==> config.mk <==
export PLATFORM = sky130hd
export DESIGN_NAME = pitch_stabilizer
export DESIGN_NICKNAME = d
export VERILOG_FILES = /design/src/rtl/pitch_stabilizer.sv
export SDC_FILE = /design/constraint.sdc
export NUM_CORES = 1
export LEC_CHECK = 0
export CORE_ASPECT_RATIO = 1.2
export CORE_MARGIN = 2
export CORE_UTILIZATION = 50
export DETAILED_ROUTE_END_ITERATION = 6
export MAX_ROUTING_LAYER = met4
export PLACE_DENSITY = 0.71
export SETUP_SLACK_MARGIN = 0.5
export SYNTH_ARGS = -nofsm -noshare
export SYNTH_HDL_FRONTEND = slang
export SYNTH_SLANG_ARGS = --single-unit
==> constraint.sdc <==
create_clock -name clk -period 9.89 [get_ports clk]
set_input_delay 1.978 -clock clk [delete_from_list [all_inputs] [get_ports clk]]
set_output_delay 1.978 -clock clk [all_outputs]
set_load 0.02 [all_outputs]
==> src/rtl/pitch_stabilizer.sv <==
// Pitch stabilizer: filters raw FFT peak-bin indices so the display only
// sees a new pitch after HOLD consecutive frames agree within TOL bins,
// then converts the published bin to Hz (Q8 scale, rounded, saturated).
//
// state | meaning
// ------+------------------------------------------------------------
// IDLE  | waiting for a frame; in_ready high; silence-maps the bin
// CMP   | agreement check against candidate, hold count update
// MUL   | bin x Hz-per-bin product; remember published bin
// RND   | round/saturate to Hz, present on the output handshake
module pitch_stabilizer #(
  parameter int BW            = 10,
  parameter int HOLD          = 4,
  parameter int TOL           = 1,
  parameter int MIN_BIN       = 2,
  parameter int HZ_PER_BIN_Q8 = 12000
) (
  input  logic          clk,
  input  logic          reset_n,
  input  logic [BW-1:0] in_data,
  input  logic          in_valid,
  output logic          in_ready,
  output logic [BW-1:0] out_bin,
  output logic [15:0]   out_hz,
  output logic          out_valid,
  input  logic          out_ready
);

  localparam int CW = $clog2(HOLD + 1);
  localparam int PW = BW + 16;
  localparam logic [PW-1:0] HZ_K = PW'(HZ_PER_BIN_Q8);

  typedef enum logic [1:0] {IDLE, CMP, MUL, RND} state_t;

  state_t        state;
  logic [BW-1:0] cand;
  logic [BW-1:0] last_pub;
  logic [BW-1:0] bin_r;
  logic [CW-1:0] cnt;
  logic [PW-1:0] prod;

  logic [BW-1:0] diff;
  logic          agree;
  logic          publish;
  logic [CW-1:0] cnt_next;
  logic [PW:0]   rounded;
  logic [PW:0]   shifted;
  logic [15:0]   hz_sat;

  // Agreement and hold-count decision for the frame held in bin_r.
  // Silence only agrees with silence, so a tiny bin never merges with 0.
  always_comb begin
    diff     = (bin_r >= cand) ? (bin_r - cand) : (cand - bin_r);
    agree    = ((bin_r == '0) && (cand == '0)) ||
               ((bin_r != '0) && (cand != '0) && (diff <= BW'(TOL)));
    cnt_next = CW'(1);
    if (agree)
      cnt_next = (cnt == CW'(HOLD)) ? cnt : cnt + 1'b1;
    // Publish only on the HOLD-1 -> HOLD step, so a saturated count never republishes.
    publish  = agree && (cnt == CW'(HOLD - 1)) && (cand != last_pub);
  end

  // Q8 to integer Hz with round-half-up, clamped to the 16-bit display range.
  always_comb begin
    rounded = {1'b0, prod} + (PW+1)'(128);
    shifted = rounded >> 8;
    hz_sat  = (shifted > (PW+1)'(65535)) ? 16'hFFFF : shifted[15:0];
  end

  // Sequencer with registered handshake and published outputs.
  always_ff @(posedge clk or negedge reset_n) begin
    if (!reset_n) begin
      state     <= IDLE;
      in_ready  <= 1'b1;
      cand      <= '0;
      cnt       <= '0;
      last_pub  <= '0;
      bin_r     <= '0;
      prod      <= '0;
      out_bin   <= '0;
      out_hz    <= '0;
      out_valid <= 1'b0;
    end else begin
      // Consumer handshake; a same-edge publish below overrides this clear.
      if (out_valid && out_ready)
        out_valid <= 1'b0;

      unique case (state)
        IDLE: begin
          if (in_valid) begin
            bin_r    <= (in_data < BW'(MIN_BIN)) ? '0 : in_data;
            in_ready <= 1'b0;
            state    <= CMP;
          end
        end
        CMP: begin
          cnt <= cnt_next;
          if (!agree)
            cand <= bin_r;
          if (publish) begin
            state <= MUL;
          end else begin
            in_ready <= 1'b1;
            state    <= IDLE;
          end
        end
        MUL: begin
          prod     <= PW'(cand) * HZ_K;
          last_pub <= cand;
          state    <= RND;
        end
        RND: begin
          out_hz    <= hz_sat;
          out_bin   <= last_pub;
          out_valid <= 1'b1;
          in_ready  <= 1'b1;
          state     <= IDLE;
        end
        default: begin
          in_ready <= 1'b1;
          state    <= IDLE;
        end
      endcase
    end
  end

endmodule

== Word level (Yosys, flattened, before mapping) ==
Cells that the tools add are included.
Operators by class
  mux-type cells: 13
  order comparisons: 4
  reduce and logical (&&, ||, !) cells: 18
  eq/ne operators: 9
  add/sub/neg operators: 4
  multipliers: 1
  bitwise gates (word level): 1
Operator list (number)
  adder 24 x 8 -> 25 bit, second input constant: 1
  logical NOT 10 bit: 2
  two-way mux 10 bit: 2
  nonzero test 10 bit: 2
  subtractor 10 bit: 2
  multiplier 10 x 9 -> 19 bit, second input constant: 1
  > comparator 17 x 16 -> 1 bit, second input constant: 1
  two-way mux 16 bit: 1
  greater-or-equal comparator 10 bit: 1
  less-or-equal comparator 10 x 1 -> 1 bit, second input constant: 1
  < comparator 10 x 2 -> 1 bit, second input constant: 1
  != test 10 bit: 1
  one-hot mux 2 bit (4 select lines): 1
  logical AND 1 bit: 6
  two-way mux 3 bit: 2
  != test 2 bit, second input constant: 3
  AND reduction 2 bit: 3
  equality test 2 bit, second input constant: 2
  two-way mux 1 bit: 4
  two-way mux 2 bit: 2
  adder 3 x 1 -> 3 bit, second input constant: 1
  equality test 3 x 2 -> 1 bit, second input constant: 1
  equality test 3 bit, second input constant: 1
  one-hot mux 1 bit (3 select lines): 1
  7 further kinds: 7
Storage, ports and cells
  flip-flop bits (word level): 82
  logic and storage cells: 60
  bits of input ports: 14
  output and inout port bits: 28

== Longest topological paths before layout ==
Gate-level depths: netlist (run 1).
  depth after elaboration: 9
  gate-level depth with buffers: 18
  gate-level depth less buffers: 18

== Worst setup path before layout (run 1) ==
OpenSTA, ideal clock, no wires.
  path type: register to register
  start point: register cand[4]
  end point: register prod[23]
  buffers on the path: 0
  data required time: 9.756 ns
  stages on the path, launching flop included: 19
  arrival: 4.432 ns
  setup slack: 5.324 ns
  setup time: 0.134 ns
  clock period less this slack: 4.566 ns
  cells stage by stage: dfrtp_1 -> fa_1 -> inv_1 -> fa_1 -> inv_1 -> ha_1 -> inv_1 -> fa_1 -> inv_1 -> ha_1 -> a21o_1 -> a21oi_1 -> o21bai_1 -> a2111oi_0 -> nor2_1 -> a211o_1 -> a31oi_1 -> xor2_1 -> o21ai_0
On the way
  longest elaborated chain between the ends: 1
RTL lines
  start: declaration: line 36  | logic [BW-1:0] cand;
  start signal: assignment: line 99  | cand <= bin_r;
  multiplier 10 x 9 -> 19 bit: line 108  | prod <= PW'(cand) * HZ_K;
  end signal: assignment: line 108
  end: declaration: line 40  | logic [PW-1:0] prod;
No other way between the ends.
A chain may end at the register's enable or synchronous reset.

== Worst setup path in the final report (run 1) ==
  start point: register cand[4]
  end point: register prod[21]
Same word-level chain as after synthesis.

==> results.json, run 1 <==
{
  "grt_pass1_wl_mm": 23.4,
  "core_sq_mm": 0.0126,
  "clock_path_buffers": 2,
  "fin_crit_sh_pct": 50.7,
  "slowest_delay_ns": 0.61,
  "synth_cell_types": 54,
  "portBuffers": 41,
  "cp-start-kind": "flop",
  "muxShareOfSynthArea_pct": 2.29,
  "drtIter0Drc": 244,
  "die_area_sq_mm": 0.0138,
  "synth-seq-cells": 80,
  "io_pins": 42,
  "timing.rr.end": "prod[21]$_DFFE_PN0P_",
  "ys_seq_area_share_pct": 31.0,
  "slew_violations": 0,
  "drtAntennaViolNets": 0,
  "place_hpwl_mm": 10.9,
  "gp_congestion": 0.916,
  "cp-end-kind": "flop",
  "mostFrequentLayoutCells": "97 x inv_1, 79 x ha_1, 79 x dfrtp_1",
  "cts-resized-gates": 0,
  "relSlewSlack_pct": 33.5,
  "clkTransAtPathRegs_ns": 0.06,
  "post-cts-setup-buffers": 0,
  "grt_pass1_vias": 4955,
  "placementRows": 45,
  "period_needed_ns": 5.02,
  "cts.sinks": 80,
  "hp-class": "flop to flop",
  "cp_common_cell": "inv_1",
  "grt_usage_pct": 21.9,
  "insertion_delay_ns": 0.34,
  "syn_nets": 814,
  "fmax_ghz": 0.199,
  "fin_tns_setup_ns": 0,
  "fin_skew_ns": 0.00838,
  "syn_area_sq_mm": 0.00646,
  "wirelength_mm": 13.6,
  "layout_commonest_cell": "inv_1",
  "cts_hold_buffers": 0,
  "ys.flop_type": "dfrtp_1",
  "hold_viol_final": 0,
  "r2r_cells": 18,
  "fp.dieW_um": 108,
  "synth-simple-area-share_pct": 13.2,
  "rsz0062_at_grt": "false",
  "cts_root_buffer": "clkbuf_16",
  "grt-ovfl-total": 0,
  "synthArstFlopShare_pct": 100,
  "worstPathArrival_ns": 5.22,
  "n_antenna_cell": 0,
  "cap_violations": 0,
  "slowest_stage": "fa_1",
  "drc_errors": 0,
  "synth_xor_xnor_area_share_pct": 5.43,
  "cp.required_ns": 10.09,
  "crit_type": "flop to flop",
  "via_per_inst": 5.48,
  "r2r-start": "cand[4]$_DFFE_PN0P_",
  "vias": 4849,
  "avgSynthCellArea_sq_um": 9.48,
  "drive_above_1_share_pct": 4.85,
  "status": "finished, final reports clean",
  "setup_viol": 0,
  "antenna_found_initial": 0,
  "crit_path_cell_trace": "fa_1 -> inv_1 -> fa_1 -> inv_1 -> ha_1 -> inv_1 -> fa_1 -> inv_1 -> ha_1 -> a21o_1 -> a21oi_1 -> o21bai_1 -> a2111oi_0 -> nor2_1 -> a2111oi_0 -> nor2_1 -> xnor2_1 -> o21ai_0",
  "cts_tree": "built",
  "area_growth_pct": 13.4,
  "crit_end": "prod[21]$_DFFE_PN0P_",
  "crit_start": "cand[4]$_DFFE_PN0P_",
  "synth_edf_count": 0,
  "synthAdderAreaFrac_pct": 27.7,
  "r2r_slack_ns": 4.87,
  "numCtsBuffers": 9,
  "critPathMaxFanout": 10,
  "die_h_um": 128,
  "synth-compound-area-share_pct": 13.1,
  "grt_max_degree": 81,
  "netlist_instances": 681,
  "synth_top_family_by_area": "adder cells",
  "htreeDepth": 3,
  "dr.pass1.iters": 4,
  "tightest_slew_ns": 0.998,
  "fin_nets": 849,
  "routedWlPerCell_um": 15.4,
  "yosysWarnings": 0,
  "initial_core_util_pct": 51.2
}
cells by family after synthesis:
family	after synthesis
AOI/OAI and AO/OA	132
xor gates and xnor gates	40
adders and majority gates	119
buffers and inverters	117
DFF	80
muxes	14
and+or+nand+nor	179
sequential cells by signal, indices dropped and copies added (netlist names), named ones only:
register,cells
bin_r,10
cand,10
cnt,3
in_ready,1
last_pub,10
out_bin,10
out_hz,16
out_valid,1
prod,17
state,1
critical path, delay by kind of cell (launching register included):
kind	cells	cell delay (ns)
compound gates	6	1.51
flops	1	0.56
fa+ha+maj	5	2.21
simple gates	2	0.28
xor+xnor	1	0.13
buf+inv	4	0.18
how the worst min path moves through the flow:
stage	start	to	slack [ns]	cells past startpoint
after floorplan	last_pub[6]$_DFFE_PN0P_	out_bin[6]$_DFFE_PN0P_	0.48	2
after detailed placement	out_bin[6]$_DFFE_PN0P_	out_bin[6]$_DFFE_PN0P_	0.46	2
after global routing	out_hz[12]$_DFFE_PN0P_	out_hz[12]$_DFFE_PN0P_	0.51	2
final	out_bin[6]$_DFFE_PN0P_	out_bin[6]$_DFFE_PN0P_	0.48	2
after CTS	out_bin[6]$_DFFE_PN0P_	out_bin[6]$_DFFE_PN0P_	0.48	2
after global placement	out_bin[6]$_DFFE_PN0P_	out_bin[6]$_DFFE_PN0P_	0.46	2
cell usage after synthesis, types with 10 or more instances:
library cell	number	area [sq um]
xor2_1	17	149
clkbuf_1	15	56.3
nor2_1	33	124
a21oi_1	27	135
nand2_1	73	274
o21a_1	10	75.1
o21ai_0	42	210
inv_1	97	364
xnor2_1	23	201
ha_1	79	988
fa_1	40	801
dfrtp_1	79	1980
and3_1	12	75.1
per-layer routing:
layer	track usage (%)	wire, um
met5	-	0
met1	27.0	5860
met3	3.19	439
met4	7.01	329
met2	37.1	7020
through the flow:
step	utilization, %	setup WS (ns)	cell area (sq um)	hold slack (ns)	cells
floorplan	-	5.32	6460	0.480	681
CTS	58.0	4.84	7320	0.477	885
global route	58.0	4.61	7320	0.512	885
detailed placement	55.4	4.91	6990	0.463	869
finish	58.0	4.87	7320	0.476	885
global placement	55.4	5.02	6990	0.459	869
layout make-up:
| class | count | area, sq um |
|---|---|---|
| clock buffer | 9 | 225 |
| timing repair buffer | 44 | 430 |
| fill | 1113 | 5290 |
| sequential | 80 | 2000 |
| clock inverter | 7 | 101 |
| inverter | 97 | 364 |
| multi-input combinational | 484 | 3990 |
| tap | 164 | 205 |
Power of run 1 is left out: the tool's default activity adds up to more than one toggle a clock period on the data nets, which glitch-free logic cannot reach.
==> run 2, diff against run 1 <==
- PLACE_DENSITY: 0.71 -> 0.74
- clock period: 9.89 -> 4.6 ns (I/O delays scaled with it)
==> results.json, run 2 (synthesized netlist as in run 1, its figures left out) <==
{
  "setup_viol": 0,
  "grt-ovfl-total": 0,
  "hold_viol_final": 0,
  "grt_pass1_vias": 5151,
  "via_per_inst": 5.47,
  "wl_met1_mm": 6.15,
  "crit_type": "flop to flop",
  "reg_top3": "prod (17), out_hz (16)",
  "met3_length_um": 470,
  "cts.sinks": 80,
  "wl_met2_mm": 7.94,
  "antenna_found_initial": 0,
  "path_buf_inv": 2,
  "place_hpwl_mm": 11.2,
  "drc_errors": 0,
  "fin_skew_ns": 0.0109,
  "portBuffers": 41,
  "slew_violations": 0,
  "fin_nets": 886,
  "io_pins": 42,
  "rsz0062_at_grt": "true",
  "grt_pass1_wl_mm": 24.4,
  "fmax_ghz": 0.226,
  "placementRows": 45,
  "drtAntennaViolNets": 0,
  "dp.cells": 885,
  "die_h_um": 128,
  "slowest_stage": "fa_1",
  "grt_usage_pct": 23.0,
  "cts_tree": "built",
  "gp_congestion": 0.887,
  "initial_core_util_pct": 51.2,
  "insertion_delay_ns": 0.35,
  "fin_tns_setup_ns": 0,
  "area_growth_pct": 19.8,
  "top_layer_used": "met4",
  "critPathMaxFanout": 5,
  "cp_common_cell": "fa_1",
  "n_antenna_cell": 0,
  "tightest_slew_ns": 0.990,
  "cts_root_buffer": "clkbuf_16",
  "hp-class": "flop to flop",
  "cp-end-kind": "flop",
  "layout_commonest_cell": "inv_1",
  "grt_max_degree": 81,
  "die_area_sq_mm": 0.0138,
  "crit_path_cell_trace": "buf_4 -> fa_1 -> fa_1 -> fa_1 -> fa_1 -> ha_2 -> inv_1 -> o21bai_2 -> a2111oi_4 -> nor2_2 -> a211o_1 -> a31oi_2 -> xor2_1 -> o21ai_1",
  "clkTransAtPathRegs_ns": 0.07,
  "fin_util_pct": 61.3,
  "wirelength_mm": 15.0,
  "cp.required_ns": 4.81,
  "cp-start-kind": "flop",
  "numCtsBuffers": 9,
  "fin_crit_sh_pct": 96.3,
  "largest_register": "prod",
  "path_delay_family": "adder cells",
  "htreeDepth": 3,
  "mostFrequentLayoutCells": "94 x inv_1, 73 x nand2_1, 73 x ha_1",
  "slowest_delay_ns": 0.55,
  "dr.pass1.iters": 4,
  "period_needed_ns": 4.43,
  "drive_above_1_share_pct": 13.6,
  "drtIter0Drc": 257,
  "status": "finished, final reports clean",
  "largest_reg_flops": 17,
  "fp.dieW_um": 108,
  "layout.cells.non_filler": 922,
  "vias": 5047,
  "cap_violations": 0,
  "worstPathArrival_ns": 4.64,
  "routedWlPerCell_um": 16.3,
  "relSlewSlack_pct": 34.0,
  "clock_path_buffers": 2,
  "core_sq_mm": 0.0126
}
[run 2: final cells by class]
type | count | area, sq um
Multi-Input combinational cell | 484 | 4120
Tap cell | 164 | 205
Inverter | 97 | 364
Timing Repair Buffer | 81 | 716
Clock buffer | 10 | 229
Sequential cell | 80 | 2010
Fill cell | 1001 | 4880
Clock inverter | 6 | 92.6
[run 2: final timing paths]
check	slack (ns)	end	cells past startpoint	from
worst max register to register	0.17	prod[23]$_DFFE_PN0P_	14	cand[6]$_DFFE_PN0P_
worst max-delay path	0.17	prod[23]$_DFFE_PN0P_	14	cand[6]$_DFFE_PN0P_
worst min register to register	0.48	out_bin[8]$_DFFE_PN0P_	2	out_bin[8]$_DFFE_PN0P_
min in group asynchronous	0.73	out_hz[8]$_DFFE_PN0P_	1	reset_n
max in group asynchronous	3.15	cand[1]$_DFFE_PN0P_	1	reset_n
worst min-delay path	0.48	out_bin[8]$_DFFE_PN0P_	2	out_bin[8]$_DFFE_PN0P_
[run 2: metal layers]
| metal | track usage [%] | vias to the layer above |
|---|---|---|
| met5 | - | - |
| met4 | 8.52 | 0 |
| met3 | 3.09 | 38 |
| met2 | 39.4 | 105 |
| met1 | 27.6 | 2466 |
| li1 | - | 2438 |
[run 2: repair_timing]
item	CTS	global route
hold endpoints to repair	0	0
pin swaps	14	15
resized for setup	18	14
setup buffers	15	6
hold buffers	0	0
setup endpoints to repair	9	22
[run 2: metrics by stage]
step	worst slack (ns)	area, sq um	hold slack (ns)
after floorplan	0.265	6490	0.480
after global placement	0.0657	7150	0.461
after detailed placement	-0.0160	7150	0.464
after CTS	0.182	7630	0.479
after global routing	0.0246	7730	0.503
final	0.169	7730	0.476
[run 2: tightest hold or removal path: cells and delay by family, from the launching register on]
family / cells / cell delay [ns]
AND/OR/NAND/NOR: 2 / 0.10
flip-flops: 1 / 0.34
Power of run 2 is left out for the same reason.
